[src/rtl/fifo_wr_arbiter_if.sv]
// Bus interface for fifo_wr_arbiter: the two producer write ports, the consumer
// pop request, and the memory-side write strobe, data, addresses and status.
// The optional sticky error flags exist only when FIFO_WR_ARB_ERR_EN is defined.
interface fifo_wr_arbiter_if #(
    parameter int DATA_WIDTH = 8,
    parameter int ADDR_WIDTH = 3
);
    logic                  req0;
    logic [DATA_WIDTH-1:0] data0;
    logic                  grant0;
    logic                  req1;
    logic [DATA_WIDTH-1:0] data1;
    logic                  grant1;
    logic                  pop;
    logic                  mem_inc;
    logic [DATA_WIDTH-1:0] mem_data;
    logic [ADDR_WIDTH-1:0] w_addr;
    logic [ADDR_WIDTH-1:0] r_addr;
    logic                  full;
    logic                  empty;
    logic [ADDR_WIDTH:0]   count;
`ifdef FIFO_WR_ARB_ERR_EN
    logic                  ovf_err;
    logic                  unf_err;

    // The producer/consumer side drives requests and reads grants and status.
    modport master (
        output req0, data0, req1, data1, pop,
        input  grant0, grant1, mem_inc, mem_data, w_addr, r_addr,
        input  full, empty, count, ovf_err, unf_err
    );

    // The arbiter side answers requests and drives the memory and status.
    modport slave (
        input  req0, data0, req1, data1, pop,
        output grant0, grant1, mem_inc, mem_data, w_addr, r_addr,
        output full, empty, count, ovf_err, unf_err
    );
`else
    // The producer/consumer side drives requests and reads grants and status.
    modport master (
        output req0, data0, req1, data1, pop,
        input  grant0, grant1, mem_inc, mem_data, w_addr, r_addr,
        input  full, empty, count
    );

    // The arbiter side answers requests and drives the memory and status.
    modport slave (
        input  req0, data0, req1, data1, pop,
        output grant0, grant1, mem_inc, mem_data, w_addr, r_addr,
        output full, empty, count
    );
`endif
endinterface

[src/rtl/fifo_wr_arbiter.sv]
// fifo_wr_arbiter: pointer controller and round-robin two-producer write arbiter
// for an 8-entry FIFO memory. Owns write/read pointers, occupancy and the memory
// write port. Optional sticky overflow/underflow flags are built in when the
// macro FIFO_WR_ARB_ERR_EN is defined.
module fifo_wr_arbiter #(
    parameter int DATA_WIDTH = 8,
    parameter int ADDR_WIDTH = 3
) (
    input logic             clk,
    input logic             rst,
    fifo_wr_arbiter_if.slave bus
);
    localparam int PW = ADDR_WIDTH + 1;

    logic [PW-1:0]         w_ptr;
    logic [PW-1:0]         r_ptr;
    logic [PW-1:0]         count_q;
    logic                  last;
    logic                  full_c;
    logic                  empty_c;
    logic                  grant0_c;
    logic                  grant1_c;
    logic                  push;
    logic                  pop_ok;
    logic [DATA_WIDTH-1:0] mem_data_c;

    // Status decode from the registered pointers: same low bits with differing
    // wrap bits means full, identical pointers mean empty.
    always_comb begin
        full_c  = (w_ptr[PW-1] != r_ptr[PW-1]) &&
                  (w_ptr[ADDR_WIDTH-1:0] == r_ptr[ADDR_WIDTH-1:0]);
        empty_c = (w_ptr == r_ptr);
    end

    // Round-robin grant: when both request, the producer not served last wins;
    // nothing is granted while full or while reset is held.
    always_comb begin
        grant0_c = 1'b0;
        grant1_c = 1'b0;
        if (rst && !full_c) begin
            if (bus.req0 && bus.req1) begin
                grant0_c = last;
                grant1_c = ~last;
            end else if (bus.req0) begin
                grant0_c = 1'b1;
            end else if (bus.req1) begin
                grant1_c = 1'b1;
            end
        end
    end

    // Write data follows the granted producer, defaulting to producer 0.
    always_comb begin
        mem_data_c = grant1_c ? bus.data1 : bus.data0;
        push       = grant0_c | grant1_c;
        pop_ok     = bus.pop & ~empty_c;
    end

    // Pointer, occupancy and round-robin state update on each accepted push/pop.
    always_ff @(posedge clk or negedge rst) begin
        if (!rst) begin
            w_ptr   <= '0;
            r_ptr   <= '0;
            count_q <= '0;
            last    <= 1'b1;
        end else begin
            if (push) begin
                w_ptr <= w_ptr + PW'(1);
                last  <= grant1_c;
            end
            if (pop_ok) begin
                r_ptr <= r_ptr + PW'(1);
            end
            case ({push, pop_ok})
                2'b10:   count_q <= count_q + PW'(1);
                2'b01:   count_q <= count_q - PW'(1);
                default: count_q <= count_q;
            endcase
        end
    end

    assign bus.grant0   = grant0_c;
    assign bus.grant1   = grant1_c;
    assign bus.mem_inc  = push;
    assign bus.mem_data = mem_data_c;
    assign bus.w_addr   = w_ptr[ADDR_WIDTH-1:0];
    assign bus.r_addr   = r_ptr[ADDR_WIDTH-1:0];
    assign bus.full     = full_c;
    assign bus.empty    = empty_c;
    assign bus.count    = count_q;

`ifdef FIFO_WR_ARB_ERR_EN
    logic ovf_err_q;
    logic unf_err_q;

    // Sticky error flags: a request while full or a pop while empty latches
    // until the next reset.
    always_ff @(posedge clk or negedge rst) begin
        if (!rst) begin
            ovf_err_q <= 1'b0;
            unf_err_q <= 1'b0;
        end else begin
            if (full_c && (bus.req0 || bus.req1)) begin
                ovf_err_q <= 1'b1;
            end
            if (empty_c && bus.pop) begin
                unf_err_q <= 1'b1;
            end
        end
    end

    assign bus.ovf_err = ovf_err_q;
    assign bus.unf_err = unf_err_q;
`endif
endmodule
[src/flat_wrapper.sv]
// flat-port wrapper written by rule: the top's interface ports become plain ports
module fifo_wr_arbiter_flat 
#(
    parameter int DATA_WIDTH = 8,
    parameter int ADDR_WIDTH = 3
)
  (clk, rst, bus_req0, bus_data0, bus_req1, bus_data1, bus_pop, bus_grant0, bus_grant1, bus_mem_inc, bus_mem_data, bus_w_addr, bus_r_addr, bus_full, bus_empty, bus_count);
  fifo_wr_arbiter_if #(.DATA_WIDTH(DATA_WIDTH), .ADDR_WIDTH(ADDR_WIDTH)) bus_i ();
  input logic clk;
  input logic rst;
  input wire logic [$bits(bus_i.req0)-1:0] bus_req0;
  input wire logic [$bits(bus_i.data0)-1:0] bus_data0;
  input wire logic [$bits(bus_i.req1)-1:0] bus_req1;
  input wire logic [$bits(bus_i.data1)-1:0] bus_data1;
  input wire logic [$bits(bus_i.pop)-1:0] bus_pop;
  output wire logic [$bits(bus_i.grant0)-1:0] bus_grant0;
  output wire logic [$bits(bus_i.grant1)-1:0] bus_grant1;
  output wire logic [$bits(bus_i.mem_inc)-1:0] bus_mem_inc;
  output wire logic [$bits(bus_i.mem_data)-1:0] bus_mem_data;
  output wire logic [$bits(bus_i.w_addr)-1:0] bus_w_addr;
  output wire logic [$bits(bus_i.r_addr)-1:0] bus_r_addr;
  output wire logic [$bits(bus_i.full)-1:0] bus_full;
  output wire logic [$bits(bus_i.empty)-1:0] bus_empty;
  output wire logic [$bits(bus_i.count)-1:0] bus_count;
  assign bus_i.req0 = bus_req0;
  assign bus_i.data0 = bus_data0;
  assign bus_i.req1 = bus_req1;
  assign bus_i.data1 = bus_data1;
  assign bus_i.pop = bus_pop;
  assign bus_grant0 = bus_i.grant0;
  assign bus_grant1 = bus_i.grant1;
  assign bus_mem_inc = bus_i.mem_inc;
  assign bus_mem_data = bus_i.mem_data;
  assign bus_w_addr = bus_i.w_addr;
  assign bus_r_addr = bus_i.r_addr;
  assign bus_full = bus_i.full;
  assign bus_empty = bus_i.empty;
  assign bus_count = bus_i.count;
  fifo_wr_arbiter #(.DATA_WIDTH(DATA_WIDTH), .ADDR_WIDTH(ADDR_WIDTH)) u_core (.clk(clk), .rst(rst), .bus(bus_i));
endmodule
[config.mk]
export PLATFORM = sky130hd
export DESIGN_NAME = fifo_wr_arbiter_flat
export DESIGN_NICKNAME = d
export VERILOG_FILES = /design/src/rtl/fifo_wr_arbiter_if.sv /design/src/rtl/fifo_wr_arbiter.sv /design/src/flat_wrapper.sv
export SDC_FILE = /design/constraint.sdc
export NUM_CORES = 1
export LEC_CHECK = 0
export CAP_MARGIN = 20
export CORE_UTILIZATION = 64
export CTS_BUF_LIST = sky130_fd_sc_hd__clkbuf_4 sky130_fd_sc_hd__clkbuf_8
export CTS_CLUSTER_DIAMETER = 40
export CTS_CLUSTER_SIZE = 16
export DETAILED_ROUTE_END_ITERATION = 12
export DONT_BUFFER_PORTS = 1
export GPL_TIMING_DRIVEN = 0
export PLACE_DENSITY = 0.8
export SLEW_MARGIN = 20
export SYNTH_ARGS = -nofsm -noshare
export SYNTH_HDL_FRONTEND = slang
export SYNTH_SLANG_ARGS = --single-unit
[constraint.sdc]
create_clock -name clk -period 3.3 [get_ports clk]
set_input_delay 0.33 -clock clk [delete_from_list [all_inputs] [get_ports clk]]
set_output_delay 0.33 -clock clk [all_outputs]
set_load 0.005 [all_outputs]
* Word level (Yosys, flattened, before mapping) *
Cells that the tools add are included.

cells by class
  add/sub/neg operators = 4
  eq/ne operators = 5
  multiplexer cells = 9
  bitwise gates (word level) = 4
  reduce and logical (&&, ||, !) cells = 5

operators with widths
  operator               number
  $add A4 B1 Y4 const B  3
  $mux W8                1
  $pmux W4 S2            1
  $mux W1                7
  $eq A4 B4 Y1           1
  $sub A4 B1 Y4 const B  1
  $eq A3 B3 Y1           1
  $logic_and A1 B1 Y1    3
  $eq A2 B1 Y1 const B   1
  $eq A2 B2 Y1 const B   1
  $not A1 Y1             2
  $reduce_bool A2 Y1     1
  $and A1 B1 Y1          1
  $logic_not A1 Y1       1
  $ne A1 B1 Y1           1
  $or A1 B1 Y1           1

word-level totals
  bits in registers = 13
  input port bits = 21

* Depth between registers and ports, before layout *
  depth after elaboration = 8
  depth in mapped cells = 11
  mapped depth without buffers = 10

* Worst setup path before layout *
No wires, ideal clock.

  path type = register to register
  start = register u_core.r_ptr[0]
  end = register u_core.count_q[3], in the netlist u_core.bus.count[3]
  library setup time = 126 ps
  arrival = 2676 ps
  setup slack = 497 ps
  stages on the path, launching flop included = 11
  cells stage by stage = dfrtp_1 > xnor2_1 > nand3_1 > o21ai_0 > inv_1 > ha_1 > ha_1 > a21o_1 > a2111oi_0 > a31oi_1 > a311o_1

on the way
  elaborated cells on any way between the ends = 14
  classes of those cells = eq/ne: 4; mux: 3; bitwise: 3; reduce/logical: 4

RTL lines
  item                                               RTL line               source
  start, declared                                    fifo_wr_arbiter.sv:16  logic [PW-1:0] r_ptr;
  start signal, assigned                             fifo_wr_arbiter.sv:72  r_ptr <= r_ptr + PW'(1);
  $eq A4 B4 Y1 *                                     fifo_wr_arbiter.sv:32  empty_c = (w_ptr == r_ptr);
  $not A1 Y1 *                                       fifo_wr_arbiter.sv:56  pop_ok = bus.pop & ~empty_c;
  $and A1 B1 Y1 *                                    fifo_wr_arbiter.sv:56
  named net u_core.pop_ok                            fifo_wr_arbiter.sv:24  logic pop_ok;
  $eq A2 B1 Y1 or $eq A2 B2 Y1 (tied branches)       fifo_wr_arbiter.sv:74  case ({push, pop_ok})
  $pmux W4 S2 or $reduce_bool A2 Y1 (tied branches)  -
  end signal, assigned                               fifo_wr_arbiter.sv:75  2'b10: count_q <= count_q + PW'(1);
  end signal, assigned                               fifo_wr_arbiter.sv:76  2'b01: count_q <= count_q - PW'(1);
  end signal, assigned                               fifo_wr_arbiter.sv:77  default: count_q <= count_q;
  end, declared                                      fifo_wr_arbiter.sv:17  logic [PW-1:0] count_q;

The timed path passes the listed nets; every way through them passes the cells marked *.
A chain may end at the register's enable or synchronous reset.

* Final worst setup path *
  start = register u_core.w_ptr[2]
  end = register u_core.count_q[3], in the netlist u_core.bus.count[3]

on the way
  cells in the longest elaborated chain, start to end = 8
  elaborated cells on any way between the ends = 14
  classes of those cells = eq/ne: 4; mux: 3; bitwise: 3; reduce/logical: 4

ends and longest elaborated chain
  item                                               RTL line               source
  start, declared                                    fifo_wr_arbiter.sv:15  logic [PW-1:0] w_ptr;
  start signal, assigned                             fifo_wr_arbiter.sv:68  w_ptr <= w_ptr + PW'(1);
  $eq A3 B3 Y1 *                                     fifo_wr_arbiter.sv:31  (w_ptr[ADDR_WIDTH-1:0] == r_ptr[ADDR_WIDTH-1:0]);
  $logic_and A1 B1 Y1 *                              fifo_wr_arbiter.sv:30  full_c = (w_ptr[PW-1] != r_ptr[PW-1]) &&
  $logic_not A1 Y1 *                                 fifo_wr_arbiter.sv:40  if (rst && !full_c) begin
  $logic_and A1 B1 Y1 *                              fifo_wr_arbiter.sv:40
  $mux W1                                            fifo_wr_arbiter.sv:40
  $or A1 B1 Y1 *                                     fifo_wr_arbiter.sv:55  push = grant0_c | grant1_c;
  named net bus_mem_inc                              flat_wrapper.sv:18     output wire logic [$bits(bus_i.mem_inc)-1:0] bus_mem_inc;
  $eq A2 B1 Y1 or $eq A2 B2 Y1 (tied branches)       fifo_wr_arbiter.sv:74
  $pmux W4 S2 or $reduce_bool A2 Y1 (tied branches)  -

Marked as above.

==> implementation parameters <==
Parameter                              Value

STA
  Fin Clk Skew ... 0.00112 ns
  Final Cycle Share ... 93.2%
  Final hold slack ... 0.148 ns
  Unrepaired setup endpoints after global routing ... no
  Final Slew Violations ... 0
  Sum Neg Setup Slack ... 0 ns
  Count of final hold-check violations ... 0
  Least-Margin Pin Slew ... 0.618 ns
  Final-report setup violation count ... 0
  Time the worst path needs with I/O delays and setup ... 3.08 ns
  Max-slew headroom at the worst pin ... 58.6%
  Peak clock frequency supported by timing ... 325 MHz

Placed design
  Cell area after placement ... 960 sq um
  Weighted congestion reported at the end of routability-driven placement ... 0.691
  Number of placed instances with taps included ... 108
  I/O Buffers ... 0
  Detailed placement HPWL ... 1300 microns

Finish
  Fraction of final layout cells sized beyond drive strength 1 ... 28.6%
  Final design utilization ... 75.9%
  Commonest cells after routing, fill and taps aside ... 12 x sky130_fd_sc_hd__dfrtp_1, 9 x sky130_fd_sc_hd__inv_1, 9 x sky130_fd_sc_hd__mux2_2, 7 x sky130_fd_sc_hd__nand2_1
  Post-route standard cell area excluding fillers ... 0.00101 sq mm
  Finished Layout Cells ... 113
  Commonest non-fill, non-tap cell in the layout ... sky130_fd_sc_hd__dfrtp_1
  Post-layout net count ... 126
  # diodes ... 0
  Area growth syn-to-layout ... 7.58%

Synthesis
  Cell Area, Synth ... 941 sq um
  Synthesis warning total ... 0
  Synthesized Nets ... 120
  Synthesized area per cell ... 10.1 sq um
  Largest area contributor in the synthesized netlist ... sky130_fd_sc_hd__dfrtp_1
  Post-synthesis sequential area ratio ... 34.7%
  Post-synthesis register bit count ... 13
  Synth Instances ... 93
  Top area cells in the synthesized netlist ... sky130_fd_sc_hd__dfrtp_1 32%, sky130_fd_sc_hd__mux2_2 11%, sky130_fd_sc_hd__ha_1 6.6%
  Area share of the largest cell type after synthesis ... 31.9%
  Yosys cell types ... 33

Min path
  Worst Hold Class ... primary input to register

Clock network
  Total clock buffers created by CTS ... 3
  CTS tree ... yes
  Library cell used as clock root buffer ... sky130_fd_sc_hd__clkbuf_4
  Maximum level of the CTS H-tree ... 1
  Number of post-CTS setup repair buffers ... 0
  Worst skew pair latency ... 0.26 ns
  Reg clk slew, reported paths ... 0.08 ns
  Number of buffers between clock root and the deepest sink ... 2
  Num Clock Sinks ... 13

Pwr
  Power density over the cells ... 1010 mW/mm^2
  Static Leak ... 0.000461 uW
  IR drop worst, VDD ... 0.637 mV

Floorplanning
  Number of placement rows ... 13
  Starting utilization of the core area ... 70.5%
  Full die area ... 0.00163 sq mm
  Area of the core ... 0.00133 sq mm
  # IOs ... 44
  Die width ... 40.3 microns
  Die height ... 40.3 microns

Setup path
  Worst-path maximum fanout ... 7
  Nature of the critical path endpoint ... register
  Path type of the worst setup path ... register to register
  Critical path data arrival time ... 3.23 ns
  Startpoint Class ... register
  Worst endpoint required time ... 3.45 ns

Drt
  Number of violations reported at the end of detailed-routing iteration 0 ... 11
  Met3 routed wirelength ... 97 microns
  Met2 layer wire length in the routed design ... 861 microns
  Topmost layer with routed signal wires ... met3
  Detailed-route wire length ... 1720 microns
  Total number of vias ... 679
  Antenna violation net count after detailed routing ... 0
  Drt pass-1 iters ... 2
  Number of remaining DRC errors ... 0
  Sum of routed wire segments on met1 ... 759 microns
  Routed WL per cell ... 15.2 microns
  Post-detailed-route via-to-cell ratio ... 6.01

Global routing
  Wire length of the first global-routing pass ... 2420 microns
  Gr usage total ... 22.1%
  Vias in the first global route ... 603
  Overflow left after global routing ... 0
  Largest net degree at the start of global routing ... 14
  Number of antenna violations at the first check in global routing ... 0

Status
  Run status ... completed

Run
  Max-capacitance violation count ... 0
-- routing by layer --
layer | vias to the layer above | GRT usage, %
li1 | 337 | -
met5 | - | 0
met3 | 0 | 6.11
met2 | 26 | 42.5
met4 | 0 | 0
met1 | 316 | 25.4
-- Yosys cell counts (all sizes together) --
master and n:
dfrtp 12, clkbuf 2, a31oi 2, or2 1, a21o 1, nor4 1
nand3b 1, fa 1, buf 6, o21ai 3, xor2 3, nor4b 1
a21oi 2, nor2 3, ha 5, and3 1, nand2 7, o311ai 2
and4 1, mux2 10, dfstp 1, nand4 5, a311o 1, nand3 2
a41oi 1, xnor2 7, o211ai 1, a2111oi 1, inv 9
-- path summary, 6_finish.rpt --
kind                       depth (start not counted)                       startpoint  slack [ns]                              end
min in group asynchronous                          1                              rst        0.51      u_core.r_ptr[3]$_DFFE_PN0P_
max in group asynchronous                          1                              rst        2.39      u_core.w_ptr[0]$_DFFE_PN0P_
setup / recovery                                  11      u_core.w_ptr[2]$_DFFE_PN0P_        0.22  u_core.bus.count[3]$_DFFE_PN0P_
setup reg to reg                                  11      u_core.w_ptr[2]$_DFFE_PN0P_        0.22  u_core.bus.count[3]$_DFFE_PN0P_
hold / removal                                     1                              rst        0.15          u_core.last$_DFFE_PN1P_
hold reg to reg                                    2  u_core.bus.count[2]$_DFFE_PN0P_        0.55  u_core.bus.count[2]$_DFFE_PN0P_
-- flip-flops by register name (all words and copies together) (netlist names) --
signal	cells
u_core.r_ptr	4
u_core.last	1
u_core.w_ptr	4
u_core.bus.count	4
-- cells by family (layout without fill, tap and decap cells) --
| family | after synthesis | count (layout) | share of synthesized area (%) |
|---|---|---|---|
| fa+ha+maj | 6 | 6 | 8.78 |
| buf+inv | 17 | 22 | 9.31 |
| compound gates | 14 | 14 | 10.4 |
| simple gates | 23 | 23 | 14.4 |
| flops | 13 | 13 | 34.7 |
| xor+xnor | 10 | 10 | 10.1 |
| mux | 10 | 10 | 12.4 |
-- worst max-delay path, stage by stage, from the launching register on --
cell and delay (ns):
sky130_fd_sc_hd__dfrtp_1 0.44, sky130_fd_sc_hd__xnor2_1 0.29, sky130_fd_sc_hd__nand4_2 0.24, sky130_fd_sc_hd__and3_1 0.24
sky130_fd_sc_hd__clkbuf_2 0.15, sky130_fd_sc_hd__inv_1 0.07, sky130_fd_sc_hd__ha_1 0.24, sky130_fd_sc_hd__ha_1 0.26
sky130_fd_sc_hd__a21o_1 0.21, sky130_fd_sc_hd__a2111oi_1 0.43, sky130_fd_sc_hd__a31oi_1 0.08, sky130_fd_sc_hd__a311o_1 0.32
-- final cells by class --
cell class / instances / area (sq um)
well taps: 15 / 18.8
multi-input cells: 63 / 539
repair buffers: 1 / 10.0
plain buffers: 8 / 53.8
flip-flops and latches: 13 / 327
fillers: 98 / 322
inverters: 9 / 33.8
clock buffers: 4 / 30.0
-- report_power, final --
part / leakage (uW) / switching [uW] / total, uW / internal (uW)
Combinational: 0.000289 / 275 / 549 / 274
Sequential: 0.000154 / 119 / 368 / 249
Clock: 0.0000184 / 50.1 / 105 / 54.9
Total: 0.000461 / 444 / 1020 / 578
-- stage by stage --
| step | setup slack, ns | total power [uW] |
|---|---|---|
| after detailed placement | 0.0971 | 891 |
| after floorplan | 0.497 | 789 |
| final | 0.223 | 1020 |
| after global placement | 0.241 | 853 |
| after global routing | 0.0213 | 1110 |
| after CTS | 0.0818 | 1000 |
-- repair_timing --
action / CTS / global route
endpoints found under the hold margin: 13 / 0
endpoints found under the setup margin: 0 / 1
hold buffers: 1 / 0
resized for setup: 0 / 4
Note: power is estimated with default switching activity, not from simulation.
